### config.mk
export PLATFORM = sky130hd
export DESIGN_NAME = aes_block_feeder_flat
export DESIGN_NICKNAME = d
export VERILOG_FILES = /design/src/rtl/aes_block_feeder_pkg.sv /design/src/rtl/aes_block_feeder_if.sv /design/src/rtl/aes_block_feeder_pkcs7_pad.sv /design/src/rtl/aes_block_feeder.sv /design/src/flat_wrapper.sv
export SDC_FILE = /design/constraint.sdc
export NUM_CORES = 1
export LEC_CHECK = 0
export CORE_AREA = 2 2 255 257
export CTS_BUF_LIST = sky130_fd_sc_hd__clkbuf_8 sky130_fd_sc_hd__clkbuf_16
export CTS_CLUSTER_DIAMETER = 150
export CTS_CLUSTER_SIZE = 24
export DETAILED_ROUTE_END_ITERATION = 8
export DIE_AREA = 0 0 257 259
export GPL_TIMING_DRIVEN = 0
export SLEW_MARGIN = 0
export SYNTH_ARGS = -nofsm -noshare
export SYNTH_HDL_FRONTEND = slang
export SYNTH_SLANG_ARGS = --single-unit
### constraint.sdc
create_clock -name clk -period 3.3 [get_ports clk]
set_input_delay 0.495 -clock clk [delete_from_list [all_inputs] [get_ports clk]]
set_output_delay 0.495 -clock clk [all_outputs]
set_load 0.05 [all_outputs]
### src/rtl/aes_block_feeder_pkg.sv
// aes_feeder_pkg
//   Shared definitions for the AES block feeder slice.
//   - feeder_state_e : FILL / START / WAIT / OUT controller states
//   - BLOCK_BYTES    : bytes per 128-bit AES block
//   - PAD_FULL       : PKCS#7 pad byte used for a whole extra pad block
package aes_feeder_pkg;

  typedef enum logic [1:0] {
    FILL  = 2'd0,
    START = 2'd1,
    WAIT  = 2'd2,
    OUT   = 2'd3
  } feeder_state_e;

  localparam int         BLOCK_BYTES = 16;
  localparam logic [7:0] PAD_FULL    = 8'h10;

endpackage

### src/rtl/aes_block_feeder_if.sv
// aes_block_feeder_if
//   Bundles the byte-input stream, the AES core handshake and the ciphertext
//   output stream of the feeder.
//   modport master : feeder side (drives in_ready, aes_*, out_*, err)
//   modport slave  : environment side (byte source, AES core, block sink)
interface aes_block_feeder_if;

  logic [127:0] key_in;
  logic [7:0]   in_data;
  logic         in_valid;
  logic         in_last;
  logic         in_ready;

  logic [127:0] aes_plaintext;
  logic [127:0] aes_key;
  logic         aes_start;
  logic         aes_ready;
  logic [127:0] aes_cipher;

  logic [127:0] out_block;
  logic         out_valid;
  logic         out_last;
  logic         out_ready;

  logic         err;

  modport master (
    input  key_in, in_data, in_valid, in_last,
    input  aes_ready, aes_cipher,
    input  out_ready,
    output in_ready,
    output aes_plaintext, aes_key, aes_start,
    output out_block, out_valid, out_last,
    output err
  );

  modport slave (
    output key_in, in_data, in_valid, in_last,
    output aes_ready, aes_cipher,
    output out_ready,
    input  in_ready,
    input  aes_plaintext, aes_key, aes_start,
    input  out_block, out_valid, out_last,
    input  err
  );

endinterface

### src/rtl/aes_block_feeder_pkcs7_pad.sv
// pkcs7_pad
//   Combinational PKCS#7 padding of a partially filled 128-bit block.
//   Ports:
//     i_block : block with bytes 0..i_count-1 valid (byte 0 in the MSBs)
//     i_count : number of valid bytes, 1..16
//     o_block : i_block with bytes i_count..15 replaced by (16 - i_count);
//               a full block (i_count = 16) passes through unchanged
module pkcs7_pad
  import aes_feeder_pkg::*;
(
  input  logic [127:0] i_block,
  input  logic [4:0]   i_count,
  output logic [127:0] o_block
);

  logic [7:0] w_padVal;

  always_comb begin
    w_padVal = 8'(BLOCK_BYTES) - {3'b000, i_count};
    o_block  = i_block;
    for (int k = 0; k < BLOCK_BYTES; k++) begin
      if (5'(k) >= i_count) begin
        o_block[127 - 8*k -: 8] = w_padVal;
      end
    end
  end

endmodule

### src/rtl/aes_block_feeder.sv
// aes_block_feeder
//   Packs a byte stream into 128-bit blocks (first byte in the MSBs), applies
//   PKCS#7 padding to the final block, runs each block through the AES core
//   and presents the ciphertext on a valid/ready output.
//   Ports:
//     clk     : rising-edge clock
//     reset_n : asynchronous active-low reset
//     bus     : byte input, AES core handshake, ciphertext output, err flag
//   Parameter:
//     TIMEOUT : WAIT cycles without aes_ready before aborting with err
module aes_block_feeder
  import aes_feeder_pkg::*;
#(
  parameter int TIMEOUT = 31
) (
  input logic                clk,
  input logic                reset_n,
  aes_block_feeder_if.master bus
);

  localparam int              CW         = $clog2(TIMEOUT + 1);
  localparam logic [CW-1:0]   LAST_WAIT  = CW'(TIMEOUT - 1);
  localparam logic [4:0]      FULL_COUNT = 5'(BLOCK_BYTES);
  localparam logic [127:0]    PAD_BLOCK  = {BLOCK_BYTES{PAD_FULL}};

  feeder_state_e r_state;
  logic [4:0]    r_byteCnt;
  logic [CW-1:0] r_waitCnt;
  logic          r_padPending;
  logic          r_msgActive;
  logic          r_lastBlk;
  logic          r_inReady;
  logic          r_start;
  logic          r_outValid;
  logic          r_outLast;
  logic          r_err;
  logic [127:0]  r_plaintext;
  logic [127:0]  r_key;
  logic [127:0]  r_outBlock;

  logic          w_accept;
  logic [4:0]    w_count;
  logic [127:0]  w_withByte;
  logic [127:0]  w_padded;

  assign w_accept = (r_state == FILL) && bus.in_valid;
  assign w_count  = r_byteCnt + 5'd1;

  // Current block with the incoming byte dropped into its slot; the byte
  // counter is at most 15 while filling.
  always_comb begin
    w_withByte = r_plaintext;
    for (int k = 0; k < BLOCK_BYTES; k++) begin
      if (r_byteCnt == 5'(k)) begin
        w_withByte[127 - 8*k -: 8] = bus.in_data;
      end
    end
  end

  pkcs7_pad u_pad (
    .i_block (w_withByte),
    .i_count (w_count),
    .o_block (w_padded)
  );

  always_ff @(posedge clk or negedge reset_n) begin
    if (!reset_n) begin
      r_state      <= FILL;
      r_byteCnt    <= '0;
      r_waitCnt    <= '0;
      r_padPending <= 1'b0;
      r_msgActive  <= 1'b0;
      r_lastBlk    <= 1'b0;
      r_inReady    <= 1'b1;
      r_start      <= 1'b0;
      r_outValid   <= 1'b0;
      r_outLast    <= 1'b0;
      r_err        <= 1'b0;
      r_plaintext  <= '0;
      r_key        <= '0;
      r_outBlock   <= '0;
    end else begin
      r_start <= 1'b0;
      case (r_state)
        FILL: begin
          if (w_accept) begin
            // The key belongs to the message, so it is taken only once.
            if (!r_msgActive) begin
              r_key       <= bus.key_in;
              r_msgActive <= 1'b1;
            end
            if (bus.in_last || (w_count == FULL_COUNT)) begin
              // A message ending on a block boundary still owes a pad block.
              r_plaintext  <= bus.in_last ? w_padded : w_withByte;
              r_lastBlk    <= bus.in_last;
              r_padPending <= bus.in_last && (w_count == FULL_COUNT);
              r_byteCnt    <= '0;
              r_inReady    <= 1'b0;
              r_start      <= 1'b1;
              r_state      <= START;
            end else begin
              r_plaintext <= w_withByte;
              r_byteCnt   <= w_count;
            end
          end
        end
        START: begin
          r_waitCnt <= '0;
          r_state   <= WAIT;
        end
        WAIT: begin
          // A ready arriving on the final allowed cycle still counts.
          if (bus.aes_ready) begin
            r_outBlock <= bus.aes_cipher;
            r_outValid <= 1'b1;
            r_outLast  <= r_lastBlk && !r_padPending;
            r_state    <= OUT;
          end else if (r_waitCnt == LAST_WAIT) begin
            r_err        <= 1'b1;
            r_padPending <= 1'b0;
            r_lastBlk    <= 1'b0;
            r_msgActive  <= 1'b0;
            r_byteCnt    <= '0;
            r_inReady    <= 1'b1;
            r_state      <= FILL;
          end else begin
            r_waitCnt <= r_waitCnt + 1'b1;
          end
        end
        OUT: begin
          if (bus.out_ready) begin
            r_outValid <= 1'b0;
            r_outLast  <= 1'b0;
            if (r_padPending) begin
              r_plaintext  <= PAD_BLOCK;
              r_padPending <= 1'b0;
              r_start      <= 1'b1;
              r_state      <= START;
            end else begin
              r_msgActive <= r_msgActive && !r_lastBlk;
              r_lastBlk   <= 1'b0;
              r_inReady   <= 1'b1;
              r_state     <= FILL;
            end
          end
        end
        default: begin
          r_inReady <= 1'b1;
          r_state   <= FILL;
        end
      endcase
    end
  end

  assign bus.in_ready      = r_inReady;
  assign bus.aes_plaintext = r_plaintext;
  assign bus.aes_key       = r_key;
  assign bus.aes_start     = r_start;
  assign bus.out_block     = r_outBlock;
  assign bus.out_valid     = r_outValid;
  assign bus.out_last      = r_outLast;
  assign bus.err           = r_err;

endmodule

### src/flat_wrapper.sv
// flat-port wrapper written by rule: the top's interface ports become plain ports
module aes_block_feeder_flat import aes_feeder_pkg::*;
#(
  parameter int TIMEOUT = 31
)
  (clk, reset_n, bus_key_in, bus_in_data, bus_in_valid, bus_in_last, bus_aes_ready, bus_aes_cipher, bus_out_ready, bus_in_ready, bus_aes_plaintext, bus_aes_key, bus_aes_start, bus_out_block, bus_out_valid, bus_out_last, bus_err);
  aes_block_feeder_if bus_i ();
  input logic clk;
  input logic reset_n;
  input wire logic [$bits(bus_i.key_in)-1:0] bus_key_in;
  input wire logic [$bits(bus_i.in_data)-1:0] bus_in_data;
  input wire logic [$bits(bus_i.in_valid)-1:0] bus_in_valid;
  input wire logic [$bits(bus_i.in_last)-1:0] bus_in_last;
  input wire logic [$bits(bus_i.aes_ready)-1:0] bus_aes_ready;
  input wire logic [$bits(bus_i.aes_cipher)-1:0] bus_aes_cipher;
  input wire logic [$bits(bus_i.out_ready)-1:0] bus_out_ready;
  output wire logic [$bits(bus_i.in_ready)-1:0] bus_in_ready;
  output wire logic [$bits(bus_i.aes_plaintext)-1:0] bus_aes_plaintext;
  output wire logic [$bits(bus_i.aes_key)-1:0] bus_aes_key;
  output wire logic [$bits(bus_i.aes_start)-1:0] bus_aes_start;
  output wire logic [$bits(bus_i.out_block)-1:0] bus_out_block;
  output wire logic [$bits(bus_i.out_valid)-1:0] bus_out_valid;
  output wire logic [$bits(bus_i.out_last)-1:0] bus_out_last;
  output wire logic [$bits(bus_i.err)-1:0] bus_err;
  assign bus_i.key_in = bus_key_in;
  assign bus_i.in_data = bus_in_data;
  assign bus_i.in_valid = bus_in_valid;
  assign bus_i.in_last = bus_in_last;
  assign bus_i.aes_ready = bus_aes_ready;
  assign bus_i.aes_cipher = bus_aes_cipher;
  assign bus_i.out_ready = bus_out_ready;
  assign bus_in_ready = bus_i.in_ready;
  assign bus_aes_plaintext = bus_i.aes_plaintext;
  assign bus_aes_key = bus_i.aes_key;
  assign bus_aes_start = bus_i.aes_start;
  assign bus_out_block = bus_i.out_block;
  assign bus_out_valid = bus_i.out_valid;
  assign bus_out_last = bus_i.out_last;
  assign bus_err = bus_i.err;
  aes_block_feeder #(.TIMEOUT(TIMEOUT)) u_core (.clk(clk), .reset_n(reset_n), .bus(bus_i));
endmodule
==> impl_metrics.ini <==
[finish]
final.fill_count = 6043
fin_nets = 2379
multiInputGateArea_sq_um = 7210
fin_cells = 2967
drive_above_1_share = 0.181
regArea_sq_um = 10100
syn_to_final_growth_pct = 47.3

[yosys]
synth_area_leaders = dfrtp_1 (57%), mux2_2 (16%), a22o_1 (2.2%), nand2_1 (2.2%), mux2i_1 (1.8%)
ys_types = 89
synth.area.mux_share = 0.183
yosys.area_share.adder = 0.0106
syn-cell-area_sq_um = 17800
synthFlopType = dfrtp_1
syn-mean-instance-area_sq_um = 12.6
yosysSeqAreaShare = 0.569
syn-instance-count = 1411
yosys_warnings = 0
synth_compound_area_frac = 0.125
ys_seq_elements = 404
synth_nets = 1696
yosysTopAreaCellShare = 0.567
async_flop_share = 1.00
yosysMostFrequentCell = dfrtp_1
ys_top_cells_by_count = dfrtp_1 (403), mux2_2 (260), nand2_1 (103), o21ai_0 (64), clkbuf_1 (53)
yosysTopAreaCell = dfrtp_1
yosys.area_share.simple = 0.0792
synth_edf_count = 0
synth-xor-area-share = 0.00493
synth_top_family_by_area = multiplexers

[sta]
relSlewSlack = 0.379
clock_skew_ns = 0.0147
holdWs_ns = 0.266
period_needed_ns = 3.14
timing.fmax_ghz = 0.319
post-route-period-util = 0.951
rsz0062_at_grt = no
worst_pin_slew_ns = 0.931
setup_violations = 0
hold_viol = 0
slew_viol_final = 0
fin_setup_tns_ns = 0

[detailed_routing]
drt_iter0_drc = 1000
wl_per_cell_um = 25.9
wl_met3_mm = 7.90
drt_pass1_iterations = 6
met1_length_mm = 28.2
drt-total-wl_mm = 76.9
top_layer = met5
detail-route-antenna-nets = 0
via_per_inst = 4.98
vias = 14800
drc_errors = 0
wl_met2_mm = 38.9

[cts]
cts_tree = done
clockBufferDepth = 3
numCtsBuffers = 20
htree_levels = 1
cts.sinks = 404
clock-root-buffer = clkbuf_16
clk_latency_ns = 0.57
clk_pin_slew_ns = 0.11

[worst_setup_path]
critPathKind = flip-flop to flip-flop
end_kind = flip-flop
path_cells = buf_4 -> inv_2 -> ha_1 -> buf_2 -> nand2b_1 -> nand2_2 -> nand2_1 -> a31oi_1 -> o21ai_0 -> a22o_1
cp_max_fo = 10
max_stage_delay_ns = 0.47
required_ns = 3.81
crit_path_start_kind = flip-flop
cp_slowest_cell = dfrtp_1
arrival_ns = 3.65

[placement]
gp_congestion = 0.952
port_buffers = 654
dp.cells = 2924
hpwl_mm = 61.0

[hold_path]
holdCritPathClass = input pin to flip-flop

[power_and_ir_drop]
ir_worst_vdd_mv = 0.625
p_per_area_nw_per_um2 = 1240
leakagePower_uw = 0.0108

[job]
max_cap_violations = 0

[run_status]
status = completed

[floorplanning]
ios = 659
num_rows = 93
initial_core_util = 0.278
die_h_um = 259
fp.dieW_um = 257
core_area_sq_um = 63900
fp.dieArea_sq_um = 66600

[global_route]
antenna_found_initial = 35
overflow = 0
grt_usage = 0.223
grt_pass1_wl_mm = 110
grt_pass1_vias = 15400
grt_max_degree = 122
[sequential cells by signal, summed over array words and instances, names as in the netlist]
name,count
u_core.r_state,2
u_core.bus.in_ready,1
u_core.r_waitCnt,5
u_core.r_byteCnt,5
u_core.bus.aes_key,128
u_core.bus.aes_plaintext,128
u_core.r_padPending,1
u_core.r_msgActive,1
u_core.r_lastBlk,1
u_core.bus.out_valid,1
u_core.bus.out_last,1
u_core.bus.err,1
u_core.bus.out_block,128
u_core.bus.aes_start,1
[cell usage in the layout, fill, tap and decap left out, types with 7 or more instances in the layout]
master / n
o2bb2ai_1: 7
and3_1: 13
o21ai_0: 63
nor2b_1: 14
a22o_1: 45
dfrtp_1: 403
diode_2: 11
nand2b_1: 11
nand3_1: 21
clkdlybuf4s50_1: 653
buf_2: 23
a221o_1: 16
mux2i_1: 32
buf_4: 9
nor2_1: 49
mux2_2: 260
clkbuf_16: 21
a21oi_1: 48
clkbuf_1: 50
a31oi_1: 16
a32o_1: 12
nand2_1: 101
and2_1: 14
ha_1: 14
nor3_1: 19
inv_1: 20
[metal layers]
layer | GRT usage | vias to the layer above
met5 | 0 | -
met3 | 0.0851 | 111
met4 | 0.0491 | 30
met1 | 0.255 | 7447
li1 | - | 6491
met2 | 0.395 | 700
[critical path: cells and delay by family (launching register included)]
family	cells	cell delay [ns]
AO/OA/AOI/OAI	3	0.65
adder cells (fa/ha/maj)	1	0.45
buffers and inverters	3	0.68
flip-flops	1	0.47
AND/OR/NAND/NOR	3	0.83
[what timing repair did]
| item | 4_1_cts | 5_1_grt |
|---|---|---|
| hold endpoints to repair | 46 | 0 |
| setup buffers | 3 | 0 |
| hold buffers | 1 | 0 |
| pin swaps | 1 | 1 |
| gates resized for setup | 14 | 8 |
| endpoints found under the setup margin | 132 | 43 |
| gates cloned | 0 | 0 |
[kinds of logic after synthesis]
group	Yosys count
muxes	292
xor gates and xnor gates	7
DFF	404
AOI/OAI and AO/OA	303
buffers and inverters	109
and+or+nand+nor	281
adders and majority gates	15
[cell type report]
| type | instances | share of cell area |
|---|---|---|
| clock inverters | 8 | 0.00119 |
| diodes | 11 | 0.00105 |
| repair buffers | 662 | 0.256 |
| well taps | 855 | 0.0408 |
| plain buffers | 94 | 0.0179 |
| flip-flops and latches | 404 | 0.386 |
| multi-input cells | 898 | 0.275 |
| inverters | 14 | 0.00201 |
| clock buffers | 21 | 0.0201 |
[where the power goes]
group / switching, uW / internal (uW)
combinational: 13800 / 7100
sequential: 1510 / 7240
clock: 1720 / 1160
total: 17000 / 15500
[per-stage QoR]
| stage | area [sq um] | util | total power, uW | worst slack [ns] |
|---|---|---|---|---|
| 3_3_place_gp | 25400 | 0.398 | 29400 | -16.55 |
| 4_1_cts | 26200 | 0.409 | 32600 | 0.0532 |
| 5_1_grt | 26200 | 0.410 | 33800 | 0.0167 |
| 2_1_floorplan | 17800 | - | 21600 | 0.550 |
| 3_5_place_dp | 25500 | 0.399 | 29600 | -0.513 |
| 6_report | 26200 | 0.410 | 32500 | 0.161 |
[worst paths after layout]
kind / start / to / slack [ns] / depth (start not counted)
worst max-delay path: u_core.r_byteCnt[0] / u_core.bus.aes_plaintext[17] / 0.16 / 10
worst min register to register: u_core.bus.err / u_core.bus.err / 0.49 / 1
worst min-delay path: bus_in_last / u_core.r_padPending / 0.27 / 3
max in group asynchronous: reset_n / u_core.bus.aes_key[91] / 1.63 / 4
worst max register to register: u_core.r_byteCnt[0] / u_core.bus.aes_plaintext[17] / 0.16 / 10
min in group asynchronous: reset_n / u_core.bus.aes_plaintext[16] / 0.45 / 2
No activity file was read; power rests on OpenSTA's default activity.
